`config.mk`:
```
export PLATFORM = sky130hd
export DESIGN_NAME = rca_shift_add_mult4
export DESIGN_NICKNAME = d
export VERILOG_FILES = /design/src/rtl/rca_shift_add_mult4.sv
export SDC_FILE = /design/constraint.sdc
export NUM_CORES = 1
export LEC_CHECK = 0
export ABC_AREA = 1
export BUFFER_PORTS_ARGS = -buffer_cell sky130_fd_sc_hd__clkbuf_2
export CAP_MARGIN = 25
export CORE_MARGIN = 2
export CORE_UTILIZATION = 46
export CTS_BUF_LIST = sky130_fd_sc_hd__clkbuf_8
export CTS_CLUSTER_SIZE = 10
export DETAILED_ROUTE_END_ITERATION = 10
export PLACE_DENSITY = 0.78
export SLEW_MARGIN = 30
export SYNTH_ARGS = -nofsm -noshare
export SYNTH_HDL_FRONTEND = slang
export SYNTH_SLANG_ARGS = --single-unit
```
`constraint.sdc`:
```
create_clock -name clk -period 1.24 [get_ports clk]
set_clock_uncertainty 0.2 [all_clocks]
set_input_delay 0.248 -clock clk [delete_from_list [all_inputs] [get_ports clk]]
set_output_delay 0.248 -clock clk [all_outputs]
set_load 0.02 [all_outputs]
```
`src/rtl/rca_shift_add_mult4.sv`:
```
// Sequential 4x4 unsigned shift-add multiplier driving an external combinational 4-bit RCA.
// Optional RCA self-check enabled by defining RCA_CHECK_EN (adder_fault tied low otherwise).
`timescale 1ns/1ps
module rca_shift_add_mult4 (
  input  logic       clk,
  input  logic       reset,
  input  logic       start,
  input  logic [3:0] A_in,
  input  logic [3:0] B_in,
  output logic       busy,
  output logic       done,
  output logic [7:0] product,
  output logic [3:0] A_data,
  output logic [3:0] B_data,
  output logic       c_in,
  input  logic [3:0] sum,
  input  logic       c_out,
  output logic       adder_fault
);

  typedef enum logic [1:0] {IDLE, RUN, DONE} state_t;

  state_t      state_q, state_d;
  logic [3:0]  m_q, m_d;
  logic [3:0]  q_q, q_d;
  logic [3:0]  acc_q, acc_d;
  logic [1:0]  cnt_q, cnt_d;
  logic [7:0]  product_q, product_d;
  logic [7:0]  shifted;
  logic        accept;

  // {c_out,sum,Q} shifted right by one: new {ACC,Q}
  assign shifted = {c_out, sum, q_q[3:1]};
  assign accept  = start && (state_q != RUN);

  always_ff @(posedge clk or posedge reset) begin
    if (reset) begin
      state_q   <= IDLE;
      m_q       <= '0;
      q_q       <= '0;
      acc_q     <= '0;
      cnt_q     <= '0;
      product_q <= '0;
    end else begin
      state_q   <= state_d;
      m_q       <= m_d;
      q_q       <= q_d;
      acc_q     <= acc_d;
      cnt_q     <= cnt_d;
      product_q <= product_d;
    end
  end

  always_comb begin
    state_d   = state_q;
    m_d       = m_q;
    q_d       = q_q;
    acc_d     = acc_q;
    cnt_d     = cnt_q;
    product_d = product_q;
    unique case (state_q)
      IDLE, DONE: begin
        if (accept) begin
          m_d     = A_in;
          q_d     = B_in;
          acc_d   = '0;
          cnt_d   = '0;
          state_d = RUN;
        end else begin
          state_d = IDLE;
        end
      end
      RUN: begin
        {acc_d, q_d} = shifted;
        cnt_d        = cnt_q + 2'd1;
        if (cnt_q == 2'd3) begin
          product_d = shifted;
          state_d   = DONE;
        end
      end
      default: state_d = IDLE;
    endcase
  end

  assign busy    = (state_q == RUN);
  assign done    = (state_q == DONE);
  assign product = product_q;
  assign A_data  = acc_q;
  assign B_data  = ((state_q == RUN) && q_q[0]) ? m_q : '0;
  assign c_in    = 1'b0;

`ifdef RCA_CHECK_EN
  logic [4:0] expect_sum;
  logic       fault_q, fault_d;

  // Observe-only: the datapath always consumes the RCA outputs
  assign expect_sum = {1'b0, A_data} + {1'b0, B_data} + {4'b0, c_in};

  always_comb begin
    fault_d = fault_q;
    if ((state_q == RUN) && ({c_out, sum} != expect_sum)) begin
      fault_d = 1'b1;
    end
  end

  always_ff @(posedge clk or posedge reset) begin
    if (reset) begin
      fault_q <= 1'b0;
    end else begin
      fault_q <= fault_d;
    end
  end

  assign adder_fault = fault_q;
`else
  assign adder_fault = 1'b0;
`endif

endmodule

```
---- Word level (Yosys, flattened, before mapping) ----
Cells that the tools add are included.
storage, ports and cells
  bits in registers ....................... 24
  input port bits ......................... 16
  output and inout port bits .............. 20
cells by class
  add/subtract/negate cells ............... 1
  equality and inequality tests ........... 6
  multiplexer cells ....................... 10
  reductions and logical operators ........ 8
operator list
  cell                                                  count
  one-hot mux 4 bit (2 select lines)                    2
  2-to-1 mux 4 bit                                      3
  one-hot mux 2 bit (2 select lines)                    2
  AND reduction 2 bit                                   3
  equality test 2 bit (second input constant)           2
  2-to-1 mux 2 bit                                      2
  != test 2 x 1 -> 1 bit (second input constant)        2
  adder 2 x 1 -> 2 bit (second input constant)          1
  equality test 2 x 1 -> 1 bit (second input constant)  1
  logical AND 1 bit                                     2
  zero test 2 bit                                       1
  != test 2 bit (second input constant)                 1
  nonzero test 2 bit                                    1
  OR reduction 2 bit                                    1
  2-to-1 mux 1 bit                                      1

---- Logic depth before layout (Yosys ltp) ----
  depth in word-level cells ............... 4
  depth in mapped cells ................... 5
  depth with buffers taken out ............ 5

---- Worst setup path after synthesis ----
Ideal clock, no wire load.
  path type ............................... register to output
  start ................................... register state_q[0]
  end ..................................... output port B_data[0]
  arrival ................................. 1.156 ns
  required time ........................... 0.792 ns
  slack ................................... -0.364 ns
  stages on the path, launching flop included .. 5
  path buffers ............................ 0
  cell sequence ........................... dfrtp_1 > inv_4 > nor2_8 > nand2_2 > nor2_1
on the way
  word-level cells in the longest chain between the ends .. 3
ends and longest elaborated chain
  what                          line  text
  from (decl)                   23    state_t state_q, state_d;
  from (signal assigned)        45    state_q <= state_d;
  equality test 2 x 1 -> 1 bit  -
  named net busy                10    output logic busy,
  logical AND 1 bit             89    assign B_data = ((state_q == RUN) && q_q[0]) ? m_q : '0;
  2-to-1 mux 4 bit              89
  to (decl)                     14    output logic [3:0] B_data,
The timed path passes the listed nets, and every way through them passes these cells.

---- Final worst setup path ----
  start ................................... register state_q[1]
  end ..................................... output port B_data[0]
on the way
  word-level cells in the longest chain between the ends .. 3
ends and longest elaborated chain
  what                          line
  equality test 2 x 1 -> 1 bit  89
  logical AND 1 bit             89
  2-to-1 mux 4 bit              89
No other way between the ends.

==> load_flow_metrics.sql <==
INSERT INTO impl_metrics (metric_group, metric, value, unit) VALUES
('outcome', 'run_status', 'complete, but fails checks', ''),
('outcome', 'failed_checks', 'negative setup slack', ''),
('layout', 'finish.cell_count_without_fillers', '210', ''),
('timing', 'post-route-period-util', '130', '%'),
('clock_network', 'numCtsBuffers', '3', ''),
('floorplan', 'die_h', '52.8', 'um'),
('yosys', 'flop_and_latch_count_out_of_synthesis', '24', ''),
('floorplan', 'rows', '17', ''),
('place', 'preCtsSetupSlack', '-142', 'ps'),
('min_path', 'hold_path_class', 'input port to flop', ''),
('yosys', 'post_synth_inst_count', '124', ''),
('route', 'drt_pre_antenna_iters', '4', ''),
('clock_network', 'clockBufferDepth', '2', ''),
('yosys', 'post_synth_xor_area_fraction', '0', '%'),
('critical_path', 'endpoint_kind', 'output pin', ''),
('layout', 'antenna_cells_inserted', '0', ''),
('timing', 'fmaxAchievable', '0.618', 'GHz'),
('place', 'placed_cells', '193', ''),
('floorplan', 'initial_utilization', '49.1', '%'),
('place', 'post-dp-hpwl', '1770', 'um'),
('place', 'port_buffers', '33', ''),
('layout', 'nets', '200', ''),
('critical_path', 'cp_data_arrival_time', '1170', 'ps'),
('yosys', 'yosys-mux-area-fraction', '0', '%'),
('layout', 'layout.core_utilization', '78.5', '%'),
('timing', 'setup_failing_eps_final', '35', ''),
('yosys', 'syn-cell-area', '0.00110', 'mm^2'),
('timing', 'finalHoldViolations', '0', ''),
('global_route', 'groute.usage.overall', '20.2', '%'),
('floorplan', 'placeableCoreArea', '0.00223', 'mm^2'),
('run', 'max_cap_viol_count', '0', ''),
('timing', 'post-route-worst-setup-slack', '-377', 'ps'),
('timing', 'grt_setup_unrepaired', 'true', ''),
('route', 'detail_route.vias_per_cell', '4.92', ''),
('pwr', 'ir_worst_vdd', '2.01', 'mV'),
('clock_network', 'numClockSinks', '24', ''),
('pwr', 'power_leakage', '0.932', 'nW'),
('global_route', 'grt.overflow.total', '0', ''),
('global_route', 'number_of_global_route_vias_before_repair', '970', ''),
('yosys', 'synth_seq_area_share', '54.8', '%'),
('clock_network', 'clock_tree.root_cell', 'clkbuf_8', ''),
('global_route', 'grt_pass1_wl', '4120', 'um'),
('floorplan', 'chipWidth', '52.8', 'um'),
('layout', 'syn2layout_area_growth', '59.9', '%'),
('route', 'wl', '2920', 'um'),
('critical_path', 'setup.worst_path.start_class', 'flop', ''),
('global_route', 'maximum_number_of_pins_on_one_net_before_global_route_repair', '20', ''),
('layout', 'finish.instance_area', '0.00175', 'mm^2'),
('yosys', 'synth_largest_area_cell', 'dfrtp_1', ''),
('yosys', 'synth-edff-count', '0', ''),
('yosys', 'syn-mean-instance-area', '8.84', 'um^2'),
('layout', 'layout-drive-gt1-share', '45.1', '%'),
('global_route', 'grt_antenna_before_repair', '0', ''),
('yosys', 'synth_fa_ha_area_share', '1.14', '%'),
('timing', 'totalNegativeSetupSlack', '-3930', 'ps'),
('route', 'detailedRoute.firstIterationViolations', '20', ''),
('timing', 'period_minus_slack', '1620', 'ps'),
('route', 'final_antenna_net_count', '0', ''),
('floorplan', 'die-area', '0.00279', 'mm^2'),
('clock_network', 'clk_pin_slew_worst_paths', '80', 'ps'),
('route', 'num_vias', '1034', ''),
('pwr', 'cellPowerDensity', '2870', 'mW/mm^2'),
('timing', 'final_max_slew_viol_count', '0', ''),
('critical_path', 'cp_data_required_time', '790', 'ps'),
('yosys', 'synth-compound-area-share', '2.28', '%'),
('place', 'gpl.final_weighted_congestion', '0.744', ''),
('yosys', 'ys_top_cells_by_area', 'dfrtp_1, nand2_1, nand3_1', ''),
('yosys', 'yosysUniqueCellTypes', '17', ''),
('clock_network', 'htree_levels', '1', ''),
('floorplan', 'io_pins', '36', ''),
('route', 'drt_drc_violations_left', '0', ''),
('place', 'dpl-instance-area', '0.00138', 'mm^2'),
('critical_path', 'largest_driver_fanout_on_the_critical_path', '4', ''),
('clock_network', 'worstSkewPairLatency', '260', 'ps'),
('clock_network', 'cts_tree', 'done', ''),
('yosys', 'yosys.area_share.simple', '33.1', '%'),
('yosys', 'synth_ff_type', 'dfrtp_1', ''),
('route', 'routed_wire_length_per_instance', '13.9', 'um'),
('critical_path', 'criticalPathCategory', 'flop to output pin', ''),
('yosys', 'yosysWarnings', '0', ''),
('yosys', 'netlist.area_leader.share', '54.8', '%'),
('yosys', 'synth-async-reset-ratio', '100', '%'),
('yosys', 'largest_family_of_logic_cells_by_synthesized_area', 'simple AND/OR/NAND/NOR gates', '');
==> final timing paths <==
check	startpoint	end	slack [ps]	cells after the start
worst max-delay path	state_q[1]$_DFFE_PP0P_	B_data[0]	-380	4
worst min-delay path	sum[1]	A_data[0]$_DFFE_PP0P_	10	3
worst max register to register	state_q[1]$_DFFE_PP0P_	product[7]$_DFFE_PP0P_	-120	6
worst min register to register	q_q[2]$_DFFE_PP0P_	product[1]$_DFFE_PP0P_	310	2
max in group asynchronous	reset	product[6]$_DFFE_PP0P_	290	4
min in group asynchronous	reset	product[3]$_DFFE_PP0P_	170	3
==> layer usage <==
| layer | vias up | track usage, % | share of wire, % |
|---|---|---|---|
| met5 | - | 0 | 0 |
| met4 | 0 | 1.28 | 0.58 |
| met3 | 4 | 5.14 | 5.3 |
| met2 | 40 | 36.3 | 54 |
| met1 | 495 | 25.4 | 40 |
| li1 | 495 | - | - |
==> layout make-up <==
cell class / instances / area (um^2)
clock buffers: 4 / 55.1
fillers: 137 / 480
inverters: 12 / 52.6
multi-input cells: 86 / 505
flip-flops and latches: 24 / 603
well taps: 28 / 35.0
repair buffers: 56 / 502
==> cells in the mapped netlist, types with 2 or more instances <==
master,number
nand2_1,43
a21oi_1,5
dfrtp_1,24
nor2_1,9
buf_4,2
nand3_1,18
nand2_4,3
inv_1,11
==> sequential cells by signal (all words and copies together), names as in the netlist <==
register and cells:
q_q 4, product 8, cnt_q 2, A_data 4, m_q 4, state_q 2
==> where the power goes <==
group	leakage [nW]	switching (W)	total (W)	internal [W]
sequential	0.286	0.000284	0.00146	0.00117
combinational	0.617	0.00157	0.00306	0.00149
clock	0.0288	0.000239	0.000522	0.000283
total	0.932	0.00209	0.00504	0.00295
==> cell families (layout without fill, tap and decap cells) <==
kind of cell               count (synthesis)  count (layout)
and+or+nand+nor                           77              78
DFF                                       24              24
buffers and inverters                     16              72
AOI/OAI and AO/OA                          5               5
adders and majority gates                  1               1
other                                      1               2
==> through the flow <==
step | hold WS [ps] | total power, W
after floorplan | 62.6 | 0.00285
final | 9.63 | 0.00504
after global placement | -115 | 0.00343
after CTS | 0.207 | 0.00450
after global routing | 10.3 | 0.00536
after detailed placement | -95.2 | 0.00351
==> cells in the final DEF, fill, tap and decap left out <==
master and instances:
nand2_8 3, nor2_2 4, nor2_4 6, nand2_1 43
or2_2 1, a21oi_1 3, inv_6 1, inv_4 1
dlygate4sd3_1 1, clkbuf_8 7, nand2_4 2, dfrtp_1 22
nand3_1 18, nor2_8 1, a21oi_2 2, clkbuf_2 15
buf_8 5, dfrtp_2 2, buf_6 16, buf_4 16
inv_1 10, conb_1 2, ha_1 1
==> critical path, stage by stage, from the launching register on <==
cell and delay [ps]:
dfrtp_2 450, nor2_8 150, nand2_8 90, nor2_4 100
buf_8 110
==> timing repair <==
action	CTS	global route
endpoints found under the setup margin	42	42
endpoints found under the hold margin	24	0
pin swaps	2	2
hold buffers	1	0
cloned	0	1
gates resized for setup	25	48
setup buffers	7	4
No activity file was read; power rests on OpenSTA's default activity.
